==> src/rtl/product_accumulate_scale.sv <==
// product_accumulate_scale: sums a fixed number of signed products, then
// rounds, rescales and saturates the sum onto a valid/ready output port.
module product_accumulate_scale #(
    parameter int Product_Width = 16,
    parameter int Acc_Width     = 24,
    parameter int Out_Width     = 8,
    parameter int Frac_Bits     = 4,
    parameter int Term_Count    = 4,
    parameter int Count_Width   = 8
) (
    input  logic                            clk,
    input  logic                            rst,
    input  logic signed [Product_Width-1:0] product,
    input  logic                            prod_valid,
    output logic                            prod_ready,
    output logic        [Out_Width-1:0]     out_data,
    output logic                            out_valid,
    input  logic                            out_ready,
    output logic                            sat,
    output logic        [Count_Width-1:0]   term_cnt
);

    typedef enum logic [1:0] {
        ACCUM,
        ROUND,
        HOLD
    } state_t;

    // Rounding and clipping are evaluated one bit wider than the accumulator
    // so that adding the half-LSB constant can never wrap.
    localparam logic signed [Acc_Width:0] L_HALF =
        (Acc_Width+1)'(1) <<< (Frac_Bits - 1);
    localparam logic signed [Acc_Width:0] L_MAX =
        (Acc_Width+1)'((2 ** (Out_Width - 1)) - 1);
    localparam logic signed [Acc_Width:0] L_MIN = ~L_MAX;
    localparam logic [Count_Width-1:0] L_LAST = Count_Width'(Term_Count - 1);
    localparam logic [Out_Width-1:0] L_OUT_MAX = {1'b0, {(Out_Width-1){1'b1}}};
    localparam logic [Out_Width-1:0] L_OUT_MIN = {1'b1, {(Out_Width-1){1'b0}}};

    state_t                          r_state;
    logic signed [Acc_Width-1:0]     r_acc;
    logic        [Count_Width-1:0]   r_term_cnt;
    logic        [Out_Width-1:0]     r_out_data;
    logic                            r_out_valid;
    logic                            r_sat;

    logic signed [Acc_Width-1:0]     w_prod_ext;
    logic signed [Acc_Width:0]       w_acc_ext;
    logic signed [Acc_Width:0]       w_sum;
    logic signed [Acc_Width:0]       w_r;
    logic                            w_accept;

    assign w_prod_ext = Acc_Width'(product);
    assign w_acc_ext  = {r_acc[Acc_Width-1], r_acc};
    assign w_sum      = w_acc_ext + L_HALF;
    assign w_r        = w_sum >>> Frac_Bits;

    assign prod_ready = (r_state == ACCUM);
    assign w_accept   = prod_valid && prod_ready;

    assign out_data   = r_out_data;
    assign out_valid  = r_out_valid;
    assign sat        = r_sat;
    assign term_cnt   = r_term_cnt;

    // Group sequencer: accumulate terms, round once, hold until consumed.
    always_ff @(posedge clk) begin
        if (rst) begin
            r_state     <= ACCUM;
            r_acc       <= '0;
            r_term_cnt  <= '0;
            r_out_data  <= '0;
            r_out_valid <= 1'b0;
            r_sat       <= 1'b0;
        end else begin
            unique case (r_state)
                ACCUM: begin
                    if (w_accept) begin
                        r_acc <= r_acc + w_prod_ext;
                        if (r_term_cnt == L_LAST) begin
                            r_term_cnt <= '0;
                            r_state    <= ROUND;
                        end else begin
                            r_term_cnt <= r_term_cnt + 1'b1;
                        end
                    end
                end
                ROUND: begin
                    if (w_r > L_MAX) begin
                        r_out_data <= L_OUT_MAX;
                        r_sat      <= 1'b1;
                    end else if (w_r < L_MIN) begin
                        r_out_data <= L_OUT_MIN;
                        r_sat      <= 1'b1;
                    end else begin
                        r_out_data <= w_r[Out_Width-1:0];
                        r_sat      <= 1'b0;
                    end
                    r_out_valid <= 1'b1;
                    r_state     <= HOLD;
                end
                HOLD: begin
                    if (r_out_valid && out_ready) begin
                        r_out_valid <= 1'b0;
                        r_acc       <= '0;
                        r_state     <= ACCUM;
                    end
                end
                default: begin
                    r_state <= ACCUM;
                end
            endcase
        end
    end

endmodule

==> config.mk <==
export PLATFORM = sky130hd
export DESIGN_NAME = product_accumulate_scale
export DESIGN_NICKNAME = d
export VERILOG_FILES = /design/src/rtl/product_accumulate_scale.sv
export SDC_FILE = /design/constraint.sdc
export NUM_CORES = 1
export LEC_CHECK = 0
export ABC_AREA = 1
export CORE_AREA = 2 2 104 81
export DETAILED_ROUTE_END_ITERATION = 10
export DIE_AREA = 0 0 106 83
export PLACE_DENSITY = 0.73
export SKIP_LAST_GASP = 1
export SYNTH_ARGS = -nofsm -noshare
export SYNTH_HDL_FRONTEND = slang
export SYNTH_SLANG_ARGS = --single-unit
==> constraint.sdc <==
create_clock -name clk -period 2.3 [get_ports clk]
set_input_delay 0.575 -clock clk [delete_from_list [all_inputs] [get_ports clk]]
set_output_delay 0.575 -clock clk [all_outputs]
set_load 0.01 [all_outputs]
; ---- After elaboration in Yosys (flattened, before gate mapping)
; Index checks and enable logic that the tools add are counted.
[word_totals]
register_bits = 44
elab_cells = 40
[op_classes]
n_eq_ne = 6
n_addsub = 3
muxes = 14
reduce_logical = 9
n_lt_le_gt_ge = 2
[ops]
columns = op, count
row1 = $mux W24, 2
row2 = $pmux W24 S2, 1
row3 = $add A24 B5 Y25 const B, 1
row4 = $add A24 B16 Y24, 1
row5 = $mux W8, 3
row6 = $gt A21 B8 Y1 const B, 1
row7 = $lt A21 B8 Y1 const B, 1
row8 = $add A8 B1 Y8 const B, 1
row9 = $eq A8 B2 Y1 const B, 1
row10 = $mux W2, 3
row11 = $pmux W2 S3, 1
row12 = $reduce_and A3 Y1, 2
row13 = $ne A2 B1 Y1 const B, 2
row14 = $reduce_and A2 Y1, 2
row15 = $reduce_bool A2 Y1, 2
row16 = $mux W1, 3
row17 = $eq A2 B1 Y1 const B, 1
row18 = $eq A2 B2 Y1 const B, 1
row19 = $logic_and A1 B1 Y1, 2
row20 = $logic_not A2 Y1, 1
row21 = $ne A2 B2 Y1 const B, 1
row22 = $pmux W1 S2, 1

; ---- Logic depth before layout (Yosys ltp)
[logic_depth]
word_depth = 4
ltp_mapped = 15

; ---- Least setup slack after synthesis
; OpenSTA, ideal clock, no wires.
[synth_timing]
kind = input to register
from = in product[0]
to = reg r_acc[18]
path_buffers = 0
t_required_ns = 2.168
t_arrival_ns = 1.975
stages = 14
setup_ns = 0.132
slack_ns = 0.193
path_cell_list = ha_1 fa_1 nand2_1 nand2_1 nand2_1 nand2_1 nand2_1 nand2_1 nand3_1 nand2_1 nand2_1 nand3b_1 nand3_1 a21oi_1
[synth_between]
elab_chain_len = 3
[synth_lines]
columns = item, line_no
row1 = from (decl), 13  ; input logic signed [Product_Width-1:0] product,
row2 = $add A24 B16 Y24, 79  ; r_acc <= r_acc + w_prod_ext;
row3 = $mux W24, 78  ; if (w_accept) begin
row4 = $pmux W24 S2, 76  ; unique case (r_state)
row5 = to (signal assigned), 79
row6 = to (decl), 41  ; logic signed [Acc_Width-1:0] r_acc;
; No other way between the ends. The select of a mux whose other input is x is not followed.
; A chain may end at the register's enable or synchronous reset.

; ---- Worst setup path in the final report
[layout_timing]
from = in product[7]
to = reg r_acc[18]
; The elaborated chain is that of the path after synthesis.

==> summary.md <==
| Metric | Value |
|---|---|
| Status | complete, no violations |
| Global-route wire length before repair | 19600 um |
| # rows | 28 |
| Critical Path AT | 2480 ps |
| Die X | 106 um |
| Antenna-violating nets left | 0 |
| Starting Density | 47.30% |
| Largest net degree at the start of global routing | 28 |
| Maximum clock rate | 444.4 MHz |
| Full die area | 0.008798 mm^2 |
| Clock Latency Late Sink | 300 ps |
| XOR/XNOR share of the synthesized area | 2.152% |
| Max-Cap Viols | 0 |
| Area of the multi-input gates | 0.002778 mm^2 |
| Sequential share of the synthesized area | 24.05% |
| Post-synthesis register bit count | 44 |
| CP endpoint kind | register |
| Root Driver | clkbuf_8 |
| Unrepaired setup endpoints after global routing | true |
| Buffers on Ports | 38 |
| Pre-CTS WS | -469.5 ps |
| Starting DRT DRC Count | 279 |
| ANT cells | 0 |
| Final Hold Viols | 0 |
| Drt drc | 0 |
| Synthesis-to-layout area growth | 35.57% |
| Via count | 4347 |
| Placed Area | 0.004574 mm^2 |
| DPL Wire Length | 9393 um |
| Drt pass-1 iters | 5 |
| Register area | 887.1 um^2 |
| Cell count after synthesis | 600 |
| Final setup margin | 49.74 ps |
| Initial antenna violation count | 0 |
| Hold WC Path Type | reg -> reg |
| Sum of negative setup slack | 0 ps |
| FILL cells | 709 |
| Final hold slack | 475.3 ps |
| TritonCTS clock tree | yes |
| Final period util | 97.84% |
| Layout cells sized above 1 | 18.86% |
| Netlist area before placement | 0.003662 mm^2 |
| Number of buffers created by CTS | 5 |
| Design area | 0.004965 mm^2 |
| Worst IR Drop VDD | 0.0003622 V |
| Main combinational cell family by area after synthesis | simple AND/OR/NAND/NOR gates |
| Final count of negative-setup-slack endpoints | 0 |
| Critical Path Fanout Max | 5 |
| Die Height | 83 um |
| GR Overflow Total | 0 |
| Top Ports | 39 |
| Post-Synth Adder-Cell Area | 9.088% |
| Vias in the first global route | 4015 |
| Hold buffers post-CTS | 0 |
| Setup CP Type | in -> reg |
| Worst Clk Skew | 7.842 ps |
| P_leak | 2.182 nW |
| # clock sinks | 44 |
| Max-slew violation count | 0 |
| Worst path required time | 2530 ps |
| Post-synthesis mux area share | 0% |
| Clk buf depth | 2 |
| Clk slew on worst S/H paths | 90 ps |
| Syn_nets | 646 |
| Core area | 0.007742 mm^2 |
| Via density per instance | 5.400 |
| DR WL/cell | 15.06 um |
| Slew HR | 73.52% |
| Pwr dens | 532.1 mW/mm^2 |
| All-Layer GR Usage | 27.35% |
| Post-synthesis simple-gate area fraction | 39.46% |
| Final net count | 745 |
| Global placement routability congestion | 1.020 |
| Worst slew pin tran | 396.7 ps |
| Final worst path period need | 2250 ps |
| Unique masters post-synth | 34 |
| Synth Area in Compound Gates | 18.55% |
| H-tree levels | 2 |
| Mean Syn Cell Area | 6.104 um^2 |
| Synth warn | 0 |
| Critical Path Source Type | input port |
| Post-Route WL | 12120 um |
area by class of cell:
type	count	share of cell area (%)
Multi-Input combinational cell	491	55.95
Sequential cell	44	17.87
Timing Repair Buffer	99	16.83
Inverter	58	4.385
Tap cell	105	2.646
Clock buffer	5	1.386
Clock inverter	3	0.9325
layer usage:
layer	share of wire, %	global-route usage (%)
met4	1.3	5.383
met3	6.4	4.082
met1	48	40.58
met5	0	0
met2	44	41.99
path summary, 6_finish.rpt:
kind | start | to | slack [ps] | cells past startpoint
max | product[7] | r_acc[18] | 50 | 11
min | out_data[7] | out_data[7] | 480 | 2
max reg2reg | r_acc[4] | out_data[4] | 180 | 12
min reg2reg | out_data[7] | out_data[7] | 480 | 2
flip-flops by register name, summed over array words and instances, names as in the netlist:
signal,cells
out_data,8
out_valid,1
r_acc,24
r_state,2
sat,1
term_cnt,8
metrics by stage:
stage | utilization, % | power (mW) | instances
final | 64.12 | 2.642 | 805
after global routing | 64.12 | 2.808 | 805
after CTS | 60.65 | 2.521 | 801
after detailed placement | 59.08 | 1.886 | 793
after global placement | 59.08 | 1.869 | 793
after floorplan | - | 1.466 | 600
power breakdown:
part,switching (mW),total (mW),internal [mW]
Clock,0.306,0.634,0.328
Sequential,0.109,0.930,0.820
Combinational,0.589,1.08,0.489
placed cells by master (no fill, tap or decap), types with 4 or more instances in the layout:
master and instances:
a21o_1 6, nand3_1 41, clkdlybuf4s50_1 36, nor2_1 63
a21oi_1 59, clkbuf_8 5, nor2_4 4, inv_1 58
o21ai_0 33, nor3_1 10, nand2_2 9, nand2_1 159
xor2_1 9, buf_4 61, nand4_1 17, ha_4 10
dfxtp_1 41, ha_1 13, a21oi_2 13, nor2_2 8
cell usage after synthesis:
cell type,instances,area (um^2)
nand2_1,168,630.6
a21oi_1,72,360.4
nor2_1,67,251.5
inv_1,58,217.7
dfxtp_1,44,880.8
nand3_1,43,215.2
o21ai_0,38,190.2
ha_1,25,312.8
nand4_1,17,106.4
nor3_1,10,50.05
xor2_1,9,78.83
a21o_1,6,45.04
clkbuf_1,5,18.77
nor2_2,5,31.28
nor2_4,3,33.78
nor3b_1,3,22.52
o21a_1,3,22.52
o21bai_1,3,22.52
or2_2,3,18.77
nand2_4,2,22.52
nand3b_1,2,15.01
nor4_1,2,12.51
a21boi_0,1,7.510
a21oi_4,1,16.27
a221oi_1,1,8.760
a31oi_1,1,6.260
and2_1,1,6.260
and3_1,1,6.260
buf_1,1,3.750
buf_2,1,5.000
fa_1,1,20.02
nand2_2,1,6.260
nand2b_1,1,6.260
nand3_2,1,10.01
worst max-delay path: stages:
cell and delay [ps]:
clkdlybuf4s50_1 430, ha_1 380, a21oi_2 210, o21ai_0 140, a21oi_1 250, nand2_2 110, nand2_1 100, nand2_1 50
nand2_1 50, nand3_1 60, a21oi_1 120
kinds of logic after synthesis:
family | count (synthesis)
fa+ha+maj | 26
compound gates | 126
buf+inv | 65
flops | 44
simple gates | 330
xor+xnor | 9
timing repair:
action                                  in CTS  in global routing
endpoints found under the setup margin       9                 26
resized for setup                            5                 55
pin swaps                                    1                 12
endpoints found under the hold margin        0                  0
setup buffers                                0                  4
Power figures use the tool's default switching activity.
